### src/rtl/cordic_sincos_pipe_if.sv
// Angle-in / sine-cosine-out bus of the pipelined CORDIC generator.
// master feeds angles and consumes results; slave is the generator side.
interface cordic_sincos_pipe_if #(
  parameter int W = 8
);
  logic                in_valid;
  logic signed [W-1:0] angle;
  logic                out_valid;
  logic signed [W-1:0] cosine;
  logic signed [W-1:0] sine;

  modport master (output in_valid, output angle, input out_valid, input cosine, input sine);
  modport slave  (input in_valid, input angle, output out_valid, output cosine, output sine);
endinterface

### src/rtl/cordic_sincos_pipe.sv
// Pipelined rotation-mode CORDIC sin/cos, STAGES+2 enabled clocks latency, ce low stalls the whole pipe.
// CORDIC_ROUND_EN: output rounds half up instead of truncating toward -inf.
module cordic_sincos_pipe #(
  parameter int W      = 8,
  parameter int STAGES = 8,
  parameter int G      = 2
) (
  input  logic                clk,
  input  logic                rst,
  input  logic                ce,
  cordic_sincos_pipe_if.slave bus
);
  localparam int F  = W - 1 + G;
  localparam int XW = F + 2;
  localparam int ZF = W - 3 + G;
  localparam int ZW = ZF + 3;

  typedef logic signed [XW-1:0]      xy_t;
  typedef logic signed [ZW-1:0]      z_t;
  typedef logic signed [XW:0]        wide_t;
  typedef logic [STAGES-1:0][ZW-1:0] atan_tab_t;

  function automatic atan_tab_t build_atan();
    atan_tab_t tab;
    tab = '0;
    for (int i = 0; i < STAGES; i++)
      tab[i] = ZW'($rtoi($atan(2.0 ** (-i)) * (2.0 ** ZF) + 0.5));
    return tab;
  endfunction

  localparam atan_tab_t ATAN      = build_atan();
  localparam xy_t       X0        = xy_t'($rtoi(0.6072529350 * (2.0 ** F) + 0.5));
  localparam z_t        PI_Z      = z_t'($rtoi(3.14159265358979 * (2.0 ** ZF) + 0.5));
  localparam z_t        HALF_PI_Z = z_t'($rtoi(1.57079632679490 * (2.0 ** ZF) + 0.5));
  localparam wide_t     OUT_MAX   = wide_t'((2 ** (W-1)) - 1);
  localparam wide_t     OUT_MIN   = wide_t'(-(2 ** (W-1)));

  // Drop the guard bits (optionally rounding) and clamp into the output range.
  function automatic logic signed [W-1:0] to_out(input xy_t v);
    wide_t t;
    wide_t sh;
    logic signed [W-1:0] res;
    t = wide_t'(v);
`ifdef CORDIC_ROUND_EN
    t = t + wide_t'(2 ** (G-1));
`endif
    sh = t >>> G;
    if (sh > OUT_MAX)
      res = OUT_MAX[W-1:0];
    else if (sh < OUT_MIN)
      res = OUT_MIN[W-1:0];
    else
      res = sh[W-1:0];
    return res;
  endfunction

  xy_t                 x_q [STAGES+1];
  xy_t                 y_q [STAGES+1];
  z_t                  z_q [STAGES];
  logic [STAGES:0]     neg_q;
  logic [STAGES:0]     vld_q;
  logic signed [W-1:0] cos_q;
  logic signed [W-1:0] sin_q;
  logic                out_vld_q;

  z_t   z_in;
  z_t   z_pre;
  logic neg_pre;
  xy_t  x_fin;
  xy_t  y_fin;

  assign z_in = z_t'(bus.angle) <<< G;

  // Fold angles beyond +-pi/2 back by pi; the result is negated at the output.
  always_comb begin
    z_pre   = z_in;
    neg_pre = 1'b0;
    if (z_in > HALF_PI_Z) begin
      z_pre   = z_in - PI_Z;
      neg_pre = 1'b1;
    end else if (z_in < -HALF_PI_Z) begin
      z_pre   = z_in + PI_Z;
      neg_pre = 1'b1;
    end
  end

  always_comb begin
    x_fin = neg_q[STAGES] ? -x_q[STAGES] : x_q[STAGES];
    y_fin = neg_q[STAGES] ? -y_q[STAGES] : y_q[STAGES];
  end

  always_ff @(posedge clk or negedge rst) begin
    if (!rst) begin
      for (int s = 0; s <= STAGES; s++) begin
        x_q[s] <= '0;
        y_q[s] <= '0;
      end
      for (int s = 0; s < STAGES; s++)
        z_q[s] <= '0;
      neg_q     <= '0;
      vld_q     <= '0;
      cos_q     <= '0;
      sin_q     <= '0;
      out_vld_q <= 1'b0;
    end else if (ce) begin
      x_q[0]   <= X0;
      y_q[0]   <= '0;
      z_q[0]   <= z_pre;
      neg_q[0] <= neg_pre;
      vld_q[0] <= bus.in_valid;
      for (int s = 1; s <= STAGES; s++) begin
        if (z_q[s-1][ZW-1]) begin
          x_q[s] <= x_q[s-1] + (y_q[s-1] >>> (s-1));
          y_q[s] <= y_q[s-1] - (x_q[s-1] >>> (s-1));
        end else begin
          x_q[s] <= x_q[s-1] - (y_q[s-1] >>> (s-1));
          y_q[s] <= y_q[s-1] + (x_q[s-1] >>> (s-1));
        end
        neg_q[s] <= neg_q[s-1];
        vld_q[s] <= vld_q[s-1];
      end
      // The last iteration's residual angle is never consumed, so z stops one stage early.
      for (int s = 1; s < STAGES; s++)
        z_q[s] <= z_q[s-1][ZW-1] ? z_q[s-1] + z_t'(ATAN[s-1]) : z_q[s-1] - z_t'(ATAN[s-1]);
      cos_q     <= to_out(x_fin);
      sin_q     <= to_out(y_fin);
      out_vld_q <= vld_q[STAGES];
    end
  end

  assign bus.out_valid = out_vld_q;
  assign bus.cosine    = cos_q;
  assign bus.sine      = sin_q;
endmodule

### src/flat_wrapper.sv
// flat-port wrapper written by rule: the top's interface ports become plain ports
module cordic_sincos_pipe_flat 
#(
  parameter int W      = 8,
  parameter int STAGES = 8,
  parameter int G      = 2
)
  (clk, rst, ce, bus_in_valid, bus_angle, bus_out_valid, bus_cosine, bus_sine);
  cordic_sincos_pipe_if #(.W(W)) bus_i ();
  input  logic clk;
  input  logic rst;
  input  logic ce;
  input wire logic [$bits(bus_i.in_valid)-1:0] bus_in_valid;
  input wire logic [$bits(bus_i.angle)-1:0] bus_angle;
  output wire logic [$bits(bus_i.out_valid)-1:0] bus_out_valid;
  output wire logic [$bits(bus_i.cosine)-1:0] bus_cosine;
  output wire logic [$bits(bus_i.sine)-1:0] bus_sine;
  assign bus_i.in_valid = bus_in_valid;
  assign bus_i.angle = bus_angle;
  assign bus_out_valid = bus_i.out_valid;
  assign bus_cosine = bus_i.cosine;
  assign bus_sine = bus_i.sine;
  cordic_sincos_pipe #(.W(W), .STAGES(STAGES), .G(G)) u_core (.clk(clk), .rst(rst), .ce(ce), .bus(bus_i));
endmodule
### config.mk
export PLATFORM = sky130hd
export DESIGN_NAME = cordic_sincos_pipe_flat
export DESIGN_NICKNAME = d
export VERILOG_FILES = /design/src/rtl/cordic_sincos_pipe_if.sv /design/src/rtl/cordic_sincos_pipe.sv /design/src/flat_wrapper.sv
export SDC_FILE = /design/constraint.sdc
export NUM_CORES = 1
export LEC_CHECK = 0
export ABC_AREA = 1
export CORE_UTILIZATION = 49
export DETAILED_ROUTE_END_ITERATION = 12
export GPL_TIMING_DRIVEN = 0
export PLACE_DENSITY = 0.62
export RECOVER_POWER = 25
export SETUP_SLACK_MARGIN = 0.4
export SYNTH_ARGS = -nofsm -noshare
export SYNTH_HDL_FRONTEND = slang
export SYNTH_SLANG_ARGS = --single-unit
### constraint.sdc
create_clock -name clk -period 4.95 [get_ports clk]
set_input_delay 0.99 -clock clk [delete_from_list [all_inputs] [get_ports clk]]
set_output_delay 0.99 -clock clk [all_outputs]
set_load 0.005 [all_outputs]
==> flow_summary.yaml <==
outcome:
  outcome: "completed"
drt:
  route.vias.total: 18600
  initialDrtViolationCount: 1062
  firstDrtPassIters: 6
  remaining_antenna_violation_count: 0
  drc_errors: 0
  wirelength_um: 62500
  avgViaCountPerCell: 5.53
  avgRoutedWirePerCell_um: 18.6
synthesis:
  number_of_synthesized_flops_with_an_enable_pin: 0
  async_flop_share: 1.00
  syn-instance-count: 2753
  yosysUniqueCellTypes: 55
  netlist_area_mm2: 0.0201
  ys_ff_latch: 256
  share_of_the_yosys_chip_area_belonging_to_registers: 0.318
  syn_avg_cell_area_um2: 7.32
  synth_fp_nets: 2986
  ys.flop_type: "dfrtp_1"
  yosysWarnings: 0
sta:
  final.setup_skew_ps: 21.1
  report.final.setup_viol: 0
  final.hold.worst_slack_ps: 353
  postLayoutSetupSlackWorst_ps: 1690
  final_min_period_over_clock_period: 0.658
  final-hold-violation-count: 0
  worst_slew_margin_rel: 0.139
  tightest_slew_ps: 1290
  period_needed_ps: 3260
  slew_violations: 0
  fmax_mhz: 307
  setup_repair_after_global_routing_missed_its_margin: "no"
worst_setup_path:
  cp.arrival_ps: 3690
  critical-path-max-stage-delay_ps: 590
  cp_max_fo: 4
  critical_path.cell_chain: "inv_1 > ha_1 > nand3_1 > ha_1 > nand2_1 > nand2_1 > ha_1 > nand2_1 > o21ai_0 > nand2_1 > nand4_1 > nor2_1 > o21ai_0 > o21ai_0"
  timing.critical_path.to_type: "flop"
  critPathMostFrequentCell: "nand2_1"
  setup.worst_path.start_class: "flop"
  crit_path_top_delay_cell: "o21ai_0"
  setup.worst_path.class: "reg -> reg"
  worst-endpoint-required_ps: 5380
floorplan:
  initial_utilization: 0.502
  die_outline_height_um: 205
  design.portCount: 29
  number_of_cell_rows: 73
  design.core.area_mm2: 0.0401
  die-area_mm2: 0.0419
  die_width_um: 205
clock_network:
  cts-root-to-sink-buffers: 3
  number_of_buffers_created_by_cts: 30
  cts.root.buffer_cell: "clkbuf_16"
  cts_hold_buffers: 0
  clk_latency_ps: 600
  tritoncts: "yes"
  cts.repair_timing.setup_buffer_count: 0
  post_cts.resized_instances: 0
  worst_setup_hold_path_clk_slew_ps: 60
  level_count_of_the_clock_h_tree: 1
  clock_sink_count: 256
global_routing:
  grt_first_pass_wirelength_um: 99100
  globalRouteTotalUtil: 0.308
  overflow: 0
  via_count_of_the_first_global_routing_pass: 18500
  antenna_found_initial: 3
  grt_start_max_net_pins: 114
final_layout:
  final_core_utilization: 0.551
  fillCellCount: 3964
  seq_cell_area_mm2: 0.00641
  area_growth_pct: 9.66
  drive_above_1_share: 0.0487
  design.final.nets: 3047
  finalInstanceArea_mm2: 0.0221
  area_occupied_by_multi_input_gates_mm2: 0.0123
place:
  dp_slack_ps: 1340
  place.port_buffers: 27
  dp_hpwl_um: 48300
  placement.cell_area_mm2: 0.0211
  gp_congestion: 0.932
run:
  max-cap-violations: 0
hold_path:
  hold_path_class: "in -> async"
[per-layer routing]
layer / share of wire / GRT usage
met4: 0.047 / 0.146
met5: 0 / 0
met3: 0.053 / 0.0398
met1: 0.41 / 0.365
met2: 0.49 / 0.548
[cell type report]
cell class                 count  share of cell area
timing repair buffer          29              0.0150
antenna                        3            0.000340
sequential                   256               0.290
tap                          525              0.0297
multi-input combinational   2146               0.559
clock buffer                  43              0.0385
inverter                     282              0.0479
buffer                        69              0.0154
clock inverter                 8             0.00459
[sequential cells by signal, summed over array words and instances (netlist names)]
| name | flops |
|---|---|
| u_core.y_q | 79 |
| u_core.x_q | 77 |
| u_core.z_q | 65 |
| u_core.neg_q | 9 |
| u_core.vld_q | 9 |
| u_core.bus.cosine | 8 |
| u_core.bus.sine | 8 |
| u_core.bus.out_valid | 1 |
[cells in the mapped netlist, types with 27 or more instances]
cell | number | area share
nand2_1 | 732 | 0.14
inv_1 | 274 | 0.051
dfrtp_1 | 256 | 0.32
o21ai_0 | 255 | 0.063
nor2_1 | 210 | 0.039
ha_1 | 202 | 0.13
nand3_1 | 176 | 0.044
a21oi_1 | 170 | 0.042
xor2_1 | 94 | 0.041
xnor2_1 | 48 | 0.021
a31oi_1 | 35 | 0.011
nand4_1 | 35 | 0.011
clkbuf_1 | 33 | 0.0061
buf_2 | 28 | 0.0070
nor3_1 | 27 | 0.0067
[cells by family (layout without fill, tap and decap cells)]
family                   Yosys count  count (layout)  synth area share
flip-flops                       256             256             0.318
AO/OA/AOI/OAI                    550             550             0.150
buffers and inverters            351             431            0.0694
XOR/XNOR                         142             142            0.0617
other                              0               3                 0
AND/OR/NAND/NOR                 1233            1233             0.256
adder cells (fa/ha/maj)          221             221             0.144
[path summary, 6_finish.rpt]
kind,slack (ps),cells after the start,endpoint,from
max,1690,14,u_core.y_q[10]$_DFFE_PN0P_,u_core.x_q[18]$_DFFE_PN0P_
min,350,1,u_core.y_q[4]$_DFFE_PN0P_,rst
max reg2reg,1690,14,u_core.y_q[10]$_DFFE_PN0P_,u_core.x_q[18]$_DFFE_PN0P_
min reg2reg,470,2,u_core.z_q[11]$_DFFE_PN0P_,u_core.z_q[21]$_DFFE_PN0P_
max in group asynchronous,3580,2,u_core.x_q[62]$_DFFE_PN0P_,rst
min in group clk,470,2,u_core.z_q[11]$_DFFE_PN0P_,u_core.z_q[21]$_DFFE_PN0P_
[placed cells by master (no fill, tap or decap), types with 35 or more instances in the layout]
| cell type | n |
|---|---|
| o21ai_0 | 255 |
| nand4_1 | 35 |
| inv_1 | 274 |
| xnor2_1 | 48 |
| xor2_1 | 94 |
| nand2_1 | 732 |
| nor2_1 | 210 |
| a21oi_1 | 170 |
| nand3_1 | 176 |
| ha_1 | 202 |
| clkbuf_1 | 41 |
| dfrtp_1 | 256 |
| a31oi_1 | 35 |
[per-stage QoR]
step	setup TNS (ps)	instances
finish	0	3361
global route	0	3358
CTS	0	3358
detailed placement	0	3307
global placement	-2110440	3305
floorplan	0	2753
[worst max-delay path: cells and delay by family (launching register included)]
kind            cells  cell delay, ps
compound gates      3            1030
flops               1             450
simple gates        7             630
fa+ha+maj           3             860
buf+inv             1             120
Power is not shown: default switching activity piles up to over one toggle a cycle in this logic, so the estimate is an artifact.
